==> src/rtl/vga_timing_pkg.sv <==
//----------------------------------------------------------------------------
// vga_timing_pkg : 640x480@60 VGA timing constants and phase enums  (rev 1.0)
//----------------------------------------------------------------------------
`default_nettype none

package vga_timing_pkg;

  localparam int CNT_W = 10;

  localparam int H_ACTIVE_LEN = 640;
  localparam int H_FRONT_LEN  = 16;
  localparam int H_SYNC_LEN   = 96;
  localparam int H_BACK_LEN   = 48;
  localparam int H_TOTAL      = H_ACTIVE_LEN + H_FRONT_LEN + H_SYNC_LEN + H_BACK_LEN;

  localparam int V_ACTIVE_LEN = 480;
  localparam int V_FRONT_LEN  = 10;
  localparam int V_SYNC_LEN   = 2;
  localparam int V_BACK_LEN   = 33;
  localparam int V_TOTAL      = V_ACTIVE_LEN + V_FRONT_LEN + V_SYNC_LEN + V_BACK_LEN;

  // Shared encoding: the generic phase counter reports phase_t, which the
  // top reinterprets as the axis-specific state type.
  typedef enum logic [1:0] {
    PH_ACTIVE = 2'd0,
    PH_FRONT  = 2'd1,
    PH_SYNC   = 2'd2,
    PH_BACK   = 2'd3
  } phase_t;

  typedef enum logic [1:0] {
    H_ACTIVE = 2'd0,
    H_FRONT  = 2'd1,
    H_SYNC   = 2'd2,
    H_BACK   = 2'd3
  } h_state_t;

  typedef enum logic [1:0] {
    V_ACTIVE = 2'd0,
    V_FRONT  = 2'd1,
    V_SYNC   = 2'd2,
    V_BACK   = 2'd3
  } v_state_t;

endpackage

`default_nettype wire

==> src/rtl/vga_phase_counter.sv <==
//----------------------------------------------------------------------------
// vga_phase_counter : position counter with 4-phase FSM and advance enable  (rev 1.0)
//----------------------------------------------------------------------------
`default_nettype none

module vga_phase_counter
  import vga_timing_pkg::*;
#(
  parameter int ACTIVE = H_ACTIVE_LEN,
  parameter int FRONT  = H_FRONT_LEN,
  parameter int SYNC   = H_SYNC_LEN,
  parameter int BACK   = H_BACK_LEN
) (
  input  logic             vga_clk,
  input  logic             reset_n,
  input  logic             advance,
  output logic [CNT_W-1:0] count_nxt,
  output phase_t           phase_nxt,
  output logic             wrap
);

  localparam logic [CNT_W-1:0] LAST     = CNT_W'(ACTIVE + FRONT + SYNC + BACK - 1);
  localparam logic [CNT_W-1:0] FRONT_AT = CNT_W'(ACTIVE);
  localparam logic [CNT_W-1:0] SYNC_AT  = CNT_W'(ACTIVE + FRONT);
  localparam logic [CNT_W-1:0] BACK_AT  = CNT_W'(ACTIVE + FRONT + SYNC);

  logic [CNT_W-1:0] count_q;
  phase_t           phase_q;

  // Next position is exported so the parent can register its outputs from
  // the same value the counter is about to hold, keeping everything aligned.
  always_comb begin
    count_nxt = count_q;
    phase_nxt = phase_q;
    wrap      = advance && (count_q >= LAST);
    if (advance) begin
      count_nxt = (count_q >= LAST) ? '0 : count_q + CNT_W'(1);
      case (phase_q)
        PH_ACTIVE: if (count_nxt == FRONT_AT) phase_nxt = PH_FRONT;
        PH_FRONT:  if (count_nxt == SYNC_AT)  phase_nxt = PH_SYNC;
        PH_SYNC:   if (count_nxt == BACK_AT)  phase_nxt = PH_BACK;
        PH_BACK:   if (count_nxt == '0)       phase_nxt = PH_ACTIVE;
        default:                              phase_nxt = PH_BACK;
      endcase
      // Any wrap, including recovery from an out-of-range count, restarts the line.
      if (count_nxt == '0) phase_nxt = PH_ACTIVE;
    end
  end

  always_ff @(posedge vga_clk or negedge reset_n) begin
    if (!reset_n) begin
      count_q <= LAST;
      phase_q <= PH_BACK;
    end else begin
      count_q <= count_nxt;
      phase_q <= phase_nxt;
    end
  end

endmodule

`default_nettype wire

==> src/rtl/vga_timing_gen.sv <==
//----------------------------------------------------------------------------
// vga_timing_gen : registered VGA sync, blank, position and frame counter  (rev 1.0)
//----------------------------------------------------------------------------
`default_nettype none

module vga_timing_gen
  import vga_timing_pkg::*;
#(
  parameter int H_VISIBLE     = H_ACTIVE_LEN,
  parameter int H_FRONT_PORCH = H_FRONT_LEN,
  parameter int H_SYNC_WIDTH  = H_SYNC_LEN,
  parameter int H_BACK_PORCH  = H_BACK_LEN,
  parameter int V_VISIBLE     = V_ACTIVE_LEN,
  parameter int V_FRONT_PORCH = V_FRONT_LEN,
  parameter int V_SYNC_WIDTH  = V_SYNC_LEN,
  parameter int V_BACK_PORCH  = V_BACK_LEN
) (
  input  logic             vga_clk,
  input  logic             reset_n,
  output logic             hs,
  output logic             vs,
  output logic             blank,
  output logic [CNT_W-1:0] DrawX,
  output logic [CNT_W-1:0] DrawY,
  output logic             line_start,
  output logic             frame_start,
  output logic [7:0]       frame_count
);

  logic [CNT_W-1:0] x_nxt;
  logic [CNT_W-1:0] y_nxt;
  phase_t           h_phase_nxt;
  phase_t           v_phase_nxt;
  h_state_t         h_state_nxt;
  v_state_t         v_state_nxt;
  logic             x_wrap;
  logic             y_wrap;

  vga_phase_counter #(
    .ACTIVE (H_VISIBLE),
    .FRONT  (H_FRONT_PORCH),
    .SYNC   (H_SYNC_WIDTH),
    .BACK   (H_BACK_PORCH)
  ) u_h_counter (
    .vga_clk   (vga_clk),
    .reset_n   (reset_n),
    .advance   (1'b1),
    .count_nxt (x_nxt),
    .phase_nxt (h_phase_nxt),
    .wrap      (x_wrap)
  );

  // The vertical axis only moves on the cycle the line wraps, so its wrap
  // flag doubles as the start-of-frame condition.
  vga_phase_counter #(
    .ACTIVE (V_VISIBLE),
    .FRONT  (V_FRONT_PORCH),
    .SYNC   (V_SYNC_WIDTH),
    .BACK   (V_BACK_PORCH)
  ) u_v_counter (
    .vga_clk   (vga_clk),
    .reset_n   (reset_n),
    .advance   (x_wrap),
    .count_nxt (y_nxt),
    .phase_nxt (v_phase_nxt),
    .wrap      (y_wrap)
  );

  assign h_state_nxt = h_state_t'(h_phase_nxt);
  assign v_state_nxt = v_state_t'(v_phase_nxt);

  always_ff @(posedge vga_clk or negedge reset_n) begin
    if (!reset_n) begin
      hs          <= 1'b1;
      vs          <= 1'b1;
      blank       <= 1'b0;
      DrawX       <= '0;
      DrawY       <= '0;
      line_start  <= 1'b0;
      frame_start <= 1'b0;
      frame_count <= 8'd0;
    end else begin
      hs          <= (h_state_nxt != H_SYNC);
      vs          <= (v_state_nxt != V_SYNC);
      blank       <= (h_state_nxt == H_ACTIVE) && (v_state_nxt == V_ACTIVE);
      DrawX       <= x_nxt;
      DrawY       <= y_nxt;
      line_start  <= x_wrap;
      frame_start <= y_wrap;
      if (y_wrap) frame_count <= frame_count + 8'd1;
    end
  end

endmodule

`default_nettype wire

==> config.mk <==
export PLATFORM = sky130hd
export DESIGN_NAME = vga_timing_gen
export DESIGN_NICKNAME = d
export VERILOG_FILES = /design/src/rtl/vga_timing_pkg.sv /design/src/rtl/vga_phase_counter.sv /design/src/rtl/vga_timing_gen.sv
export SDC_FILE = /design/constraint.sdc
export NUM_CORES = 1
export LEC_CHECK = 0
export CORE_MARGIN = 1
export CORE_UTILIZATION = 60
export CTS_CLUSTER_DIAMETER = 100
export DETAILED_ROUTE_END_ITERATION = 7
export GPL_TIMING_DRIVEN = 0
export PLACE_DENSITY = 0.94
export SETUP_SLACK_MARGIN = 0.4
export SYNTH_ARGS = -nofsm -noshare
export SYNTH_HDL_FRONTEND = slang
export SYNTH_HIERARCHICAL = 1
export SYNTH_SLANG_ARGS = --single-unit
==> constraint.sdc <==
create_clock -name vga_clk -period 4.3 [get_ports vga_clk]
set_clock_uncertainty 0.05 [all_clocks]
set_input_delay 0.86 -clock vga_clk [delete_from_list [all_inputs] [get_ports vga_clk]]
set_output_delay 0.86 -clock vga_clk [all_outputs]
set_load 0.02 [all_outputs]
==> results of run 1 <==
-- layer usage --
metal,share of wire [%],vias to the layer above
li1,-,1071
met4,2.6,0
met3,7.4,18
met5,0,-
met1,42,1094
met2,48,127
-- worst max-delay path, cell delays in order (launching register included) --
cell	delay [ns]
dfstp_2	0.59
ha_1	0.35
nand4_4	0.22
a21oi_4	0.35
and2_1	0.23
buf_2	0.23
clkbuf_1	0.36
and2_1	0.37
nand4_1	0.16
nor2_1	0.17
xor2_1	0.19
-- cell usage in the layout (no fill, tap or decap), types with 8 or more instances in the layout --
master | Yosys | routed
dfrtp_1 | 41 | 41
clkdlybuf4s50_1 | 0 | 33
nand2_1 | 28 | 28
nor2_1 | 19 | 19
dfstp_2 | 16 | 16
o21ai_0 | 15 | 15
xnor2_1 | 10 | 10
clkbuf_8 | 0 | 9
nand3_1 | 8 | 8
-- registers in the layout, indices dropped and copies added, names as in the netlist --
signal	flops
DrawX	10
DrawY	10
u_h_counter/count_q	10
u_v_counter/count_q	10
frame_count	8
u_h_counter/phase_q	2
u_v_counter/phase_q	2
blank	1
frame_start	1
hs	1
line_start	1
vs	1
-- path summary, 6_finish.rpt --
path | endpoint | slack, ns | cells past startpoint
hold / removal | DrawY[6] | 0.36 | 1
setup / recovery | frame_count[7] | 0.96 | 10
hold reg to reg | frame_count[6] | 0.45 | 1
setup reg to reg | frame_count[7] | 0.96 | 10
min in group vga_clk | frame_count[6] | 0.45 | 1
max in group asynchronous | u_h_counter/phase_q[0] | 3.24 | 2
-- kinds of logic (layout without fill, tap and decap cells) --
kind of cell | after synthesis | in the layout | share of synthesized area, %
AO/OA/AOI/OAI | 61 | 61 | 15.7
XOR/XNOR | 15 | 15 | 4.56
adder cells (fa/ha/maj) | 4 | 4 | 1.74
buffers and inverters | 19 | 70 | 4.25
flip-flops | 57 | 57 | 50.2
multiplexers | 5 | 5 | 1.91
other | 1 | 4 | 0.130
AND/OR/NAND/NOR | 107 | 107 | 21.5
-- final cells by class --
cell class                      count  area share [%]
Clock inverter                      6            2.34
Clock buffer                       10            3.62
Buffer                             13            2.84
Tap cell                           52            1.85
Timing Repair Buffer               35            10.1
Multi-Input combinational cell    196            37.6
Inverter                            6           0.639
Sequential cell                    57            41.0
-- cell usage after synthesis (3+ instances only) --
master	n	share of area (%)
dfrtp_1	41	36
nand2_1	28	3.6
nor2_1	19	2.5
dfstp_2	16	15
o21ai_0	15	2.6
xnor2_1	10	3.0
nand3_1	8	1.4
a21oi_1	6	1.0
buf_6	6	2.3
inv_1	6	0.78
nor3_1	6	1.0
o31ai_1	6	1.6
and2_1	5	1.1
nand4_1	5	1.1
xor2_1	5	1.5
a31oi_1	4	0.87
clkbuf_1	4	0.52
ha_1	4	1.7
mux2_2	4	1.6
nand2b_1	4	0.87
o21ai_1	4	0.69
nand3_2	3	1.0
o22ai_1	3	0.65
o2bb2ai_1	3	0.91
or4_1	3	0.78
-- per-stage QoR --
stage / power, mW / util (%) / std cells / cell area [sq um] / setup WS [ns]
floorplan: 0.971 / - / 272 / 2900 / 1.58
global placement: 1.08 / 73.8 / 358 / 3300 / 0.774
detailed placement: 1.10 / 74.1 / 359 / 3320 / 1.10
CTS: 1.64 / 78.8 / 375 / 3530 / 1.05
global route: 1.71 / 78.8 / 375 / 3530 / 0.760
finish: 1.64 / 78.8 / 375 / 3530 / 0.960
-- power by group through the flow --
stage / combinational (mW) / clock, mW / sequential, mW
after floorplan: 0.256 / 0 / 0.715
after global placement: 0.409 / 0 / 0.674
after detailed placement: 0.423 / 0 / 0.679
after CTS: 0.429 / 0.540 / 0.671
after global routing: 0.466 / 0.566 / 0.680
final: 0.435 / 0.529 / 0.673
==> out/metrics.csv, run 1 <==
metric,value,unit
status,finished with violations,
failing checks,DRC,
critical path class,reg -> reg,
DRC Markers,3,
Final Cycle Share,77.7,%
CP startpoint kind,flip-flop,
Flop pwr share,41.1,%
static leakage,1.45,nW
busiest grt layer,met2,
full die area,5090,sq um
cell count after synthesis,269,
vias per cell,6.16,
Net Sw Frac,30.9,%
Clock transition at path regs,0.07,ns
# IOs,35,
worst relative slew slack,66.6,%
number of global-route vias before repair,2214,
Global Route Usage Sum,27.5,%
endpoints failing hold,0,
Routed WL,6310,microns
clock buffer depth,2,
YS warnings,6,
first-pass GRT wire length,10400,microns
layout cells sized above 1,21.7,%
Antenna Diode Count,0,
Critical Path Sink Type,flip-flop,
Setup-failing EPs final,0,
area occupied by multi-input gates,1330,sq um
CP Launch Point,u_h_counter/count_q[0],
hold bufs inserted after CTS,0,
Fill cells,272,
library cells used by synthesis,66,
Max IR drop VDD,0.000405,V
Vias,2310,
clock latency on the worst-skew pair,0.34,ns
switching pwr,505,uW
Max Cap Viol,0,
largest net degree at the start of global routing,46,
CP Data Arrival Time,3.54,ns
"Setup Fix Bufs, Post-CTS",0,
GRT Residual Overflow,0,
H-Tree Depth,3,
Post-synth EDFFs,0,
CP Max Fanout,10,
ys async rst share,100,%
CTS buffer count,9,
Slew Limit Fails,0,
Power Density,464,nW/um^2
met2 Resource Use GR,42.5,%
post-cts sizing count,0,
final setup TNS,0,ns
RSZ-0062 raised after global routing,false,
Avg WL per Cell,16.8,microns
Seq cells post-synth,57,
hold slack,0.364,ns
"Top FF cell, synth",dfrtp_1,
Post-DRT Antenna Nets,0,
DP HPWL,4190,microns
worst hold path type,in -> async,
Initial DRC Count,142,
met3 GRT Util,7.03,%
Die Height,71.3,microns
Die X,71.3,microns
Layout Nets,324,
Clk Tree Root Cell,clkbuf_8,
clock share of power,32.3,%
RD Place Congestion,0.941,
Initial Util,64.5,%
critical path data required time,4.50,ns
area of the core,4470,sq um
sequential fraction of the synthesis area,50.2,%
Fmax,0.299,GHz
origin of the critical flop-to-flop path,u_h_counter/count_q[0],
Tmin final,3.34,ns
clock sink count,57,
met1 GRT Util,35.3,%
FF/Latch Area,1450,sq um
P_int,1.13,mW
TritonCTS clock tree,yes,
initial antenna violation count,0,
Pre-antenna DRT Iters,7,
row cnt,24,
Mapped Area,2880,sq um
Layout area overhead,22.3,%
PortBufs,34,
Worst Max-Slew Pin Slew,0.495,ns
logic gate share of total power,26.6,%
Syn Area/Cell,10.7,sq um
Note: power is estimated with default switching activity, not from simulation.
==> inputs of run 2 (changes only) <==
Settings changed: CORE_UTILIZATION 60 to 50, PLACE_DENSITY 0.94 to 0.85.
Clock period 4.3 ns to 2.77 ns, I/O delays scaled along.
==> out/metrics.csv, run 2 (synthesis gave the netlist of run 1 again) <==
metric,value,unit
status,finished clean,
Antenna Diode Count,0,
final core occ,71.9,%
number of global-route vias before repair,2230,
M1 wire length,3140,microns
TritonCTS clock tree,yes,
row cnt,27,
hold slack,0.0720,ns
critical path data required time,2.95,ns
RD Place Congestion,0.886,
final cell count without fillers,422,
largest net degree at the start of global routing,45,
Placement Setup Slack,-0.248,ns
Die Height,77.9,microns
Placed Cells,379,
endpoints failing hold,0,
"commonest non-fill, non-tap cell in the layout",dfrtp_1,
final worst slack,0.167,ns
layout cells sized above 1,34.0,%
Max IR drop VDD,0.000433,V
Fill cells,403,
CP endpoint,blank,
Worst R2R End,blank,
Routed WL,7150,microns
initial antenna violation count,0,
most frequent cells in the layout,"dfrtp_1, clkdlybuf4s50_1, nand2_1, buf_4, nor2_1",
first-pass GRT wire length,10600,microns
clock sink count,57,
CP Max Fanout,6,
cell area after layout,3980,sq um
Global Route Usage Sum,22.7,%
full die area,6080,sq um
RSZ-0062 raised after global routing,true,
peak per-stage delay on the critical path,0.54,ns
Fmax,0.384,GHz
H-Tree Depth,3,
critical path class,reg -> reg,
Power Density,678,nW/um^2
Slew Limit Fails,0,
Die X,77.9,microns
Initial DRC Count,244,
# IOs,35,
placed inst area,3370,sq um
PortBufs,34,
final setup TNS,0,ns
vias per cell,5.90,
total power,2.70,mW
Clock transition at path regs,0.06,ns
Worst Max-Slew Pin Slew,0.643,ns
DP HPWL,4070,microns
Max Cap Viol,0,
worst-case reg-to-reg path depth,9,
worst hold path type,in -> async,
Layout Nets,351,
Clk Tree Root Cell,clkbuf_8,
origin of the critical flop-to-flop path,u_v_counter/count_q[0],
"CP delay by family, top",simple AND/OR/NAND/NOR gates,
Critical Path Sink Type,flip-flop,
Tmin final,2.60,ns
GRT Residual Overflow,0,
hold bufs inserted after CTS,0,
area of the core,5540,sq um
Setup-failing EPs final,0,
Pre-antenna DRT Iters,5,
DRC Markers,0,
metal2 WL,3370,microns
r2r setup slk,0.17,ns
Post-DRT Antenna Nets,0,
Vias,2491,
CP Data Arrival Time,2.79,ns
worst relative slew slack,56.8,%
clock buffer depth,2,
CP bufs+invs,1,
Critical-path top delay cell,or4_4,
top sig layer,met4,
CP Launch Point,u_v_counter/count_q[0],
Avg WL per Cell,16.9,microns
Final Cycle Share,94.0,%
clock latency on the worst-skew pair,0.34,ns
static leakage,1.62,nW
CTS buffer count,9,
Layout area overhead,38.1,%
Worst path depth,9,
Initial Util,52.1,%
length of routed met3 wiring,493,microns
worst path cell trace,ha_4 > buf_6 > nand2_2 > or4_4 > a21oi_4 > nand4_1 > or3_1 > o211a_4 > nor4_4,
CP startpoint kind,flip-flop,
-- run 2: where the power goes --
group	total, mW	leakage, nW	switching (mW)	internal [mW]
Sequential	1.03	0.698	0.0647	0.968
Clock	0.863	0.106	0.333	0.530
Combinational	0.804	0.816	0.437	0.367
Total	2.70	1.62	0.835	1.86
-- run 2: final cells by class --
| class | count | area (sq um) | share of cell area [%] |
|---|---|---|---|
| Clock buffer | 11 | 141 | 3.55 |
| Tap cell | 72 | 90.1 | 2.26 |
| Multi-Input combinational cell | 196 | 1490 | 37.4 |
| Clock inverter | 5 | 80.1 | 2.01 |
| Timing Repair Buffer | 62 | 594 | 14.9 |
| Sequential cell | 57 | 1450 | 36.4 |
| Inverter | 6 | 22.5 | 0.566 |
| Buffer | 13 | 115 | 2.89 |
-- run 2: routing by layer --
| layer | track usage (%) | vias to the layer above |
|---|---|---|
| li1 | - | 1124 |
| met1 | 30.4 | 1206 |
| met2 | 35.0 | 136 |
| met3 | 4.59 | 25 |
| met4 | 11.5 | 0 |
| met5 | 0 | - |
-- run 2: how the worst min path moves through the flow --
stage               slack [ns]           start              to
detailed placement        0.42  frame_count[7]  frame_count[7]
global placement          0.41  frame_count[7]  frame_count[7]
global route              0.09         reset_n        DrawX[6]
CTS                       0.07         reset_n        DrawX[2]
finish                    0.07         reset_n        DrawX[3]
floorplan                 0.21         reset_n        DrawX[0]
-- run 2: repair_timing --
action | 4_1_cts | 5_1_grt
resized for setup | 10 | 23
buffers inserted | 15 | 12
setup endpoints to repair | 29 | 12
pin swaps | 8 | 20
-- run 2: worst register-to-register path: cells and delay by family (launching register included) --
| family | cells | cell delay [ns] |
|---|---|---|
| AND/OR/NAND/NOR | 5 | 1.42 |
| flip-flops | 1 | 0.40 |
| AO/OA/AOI/OAI | 2 | 0.36 |
| adder cells (fa/ha/maj) | 1 | 0.17 |
| buffers and inverters | 1 | 0.12 |
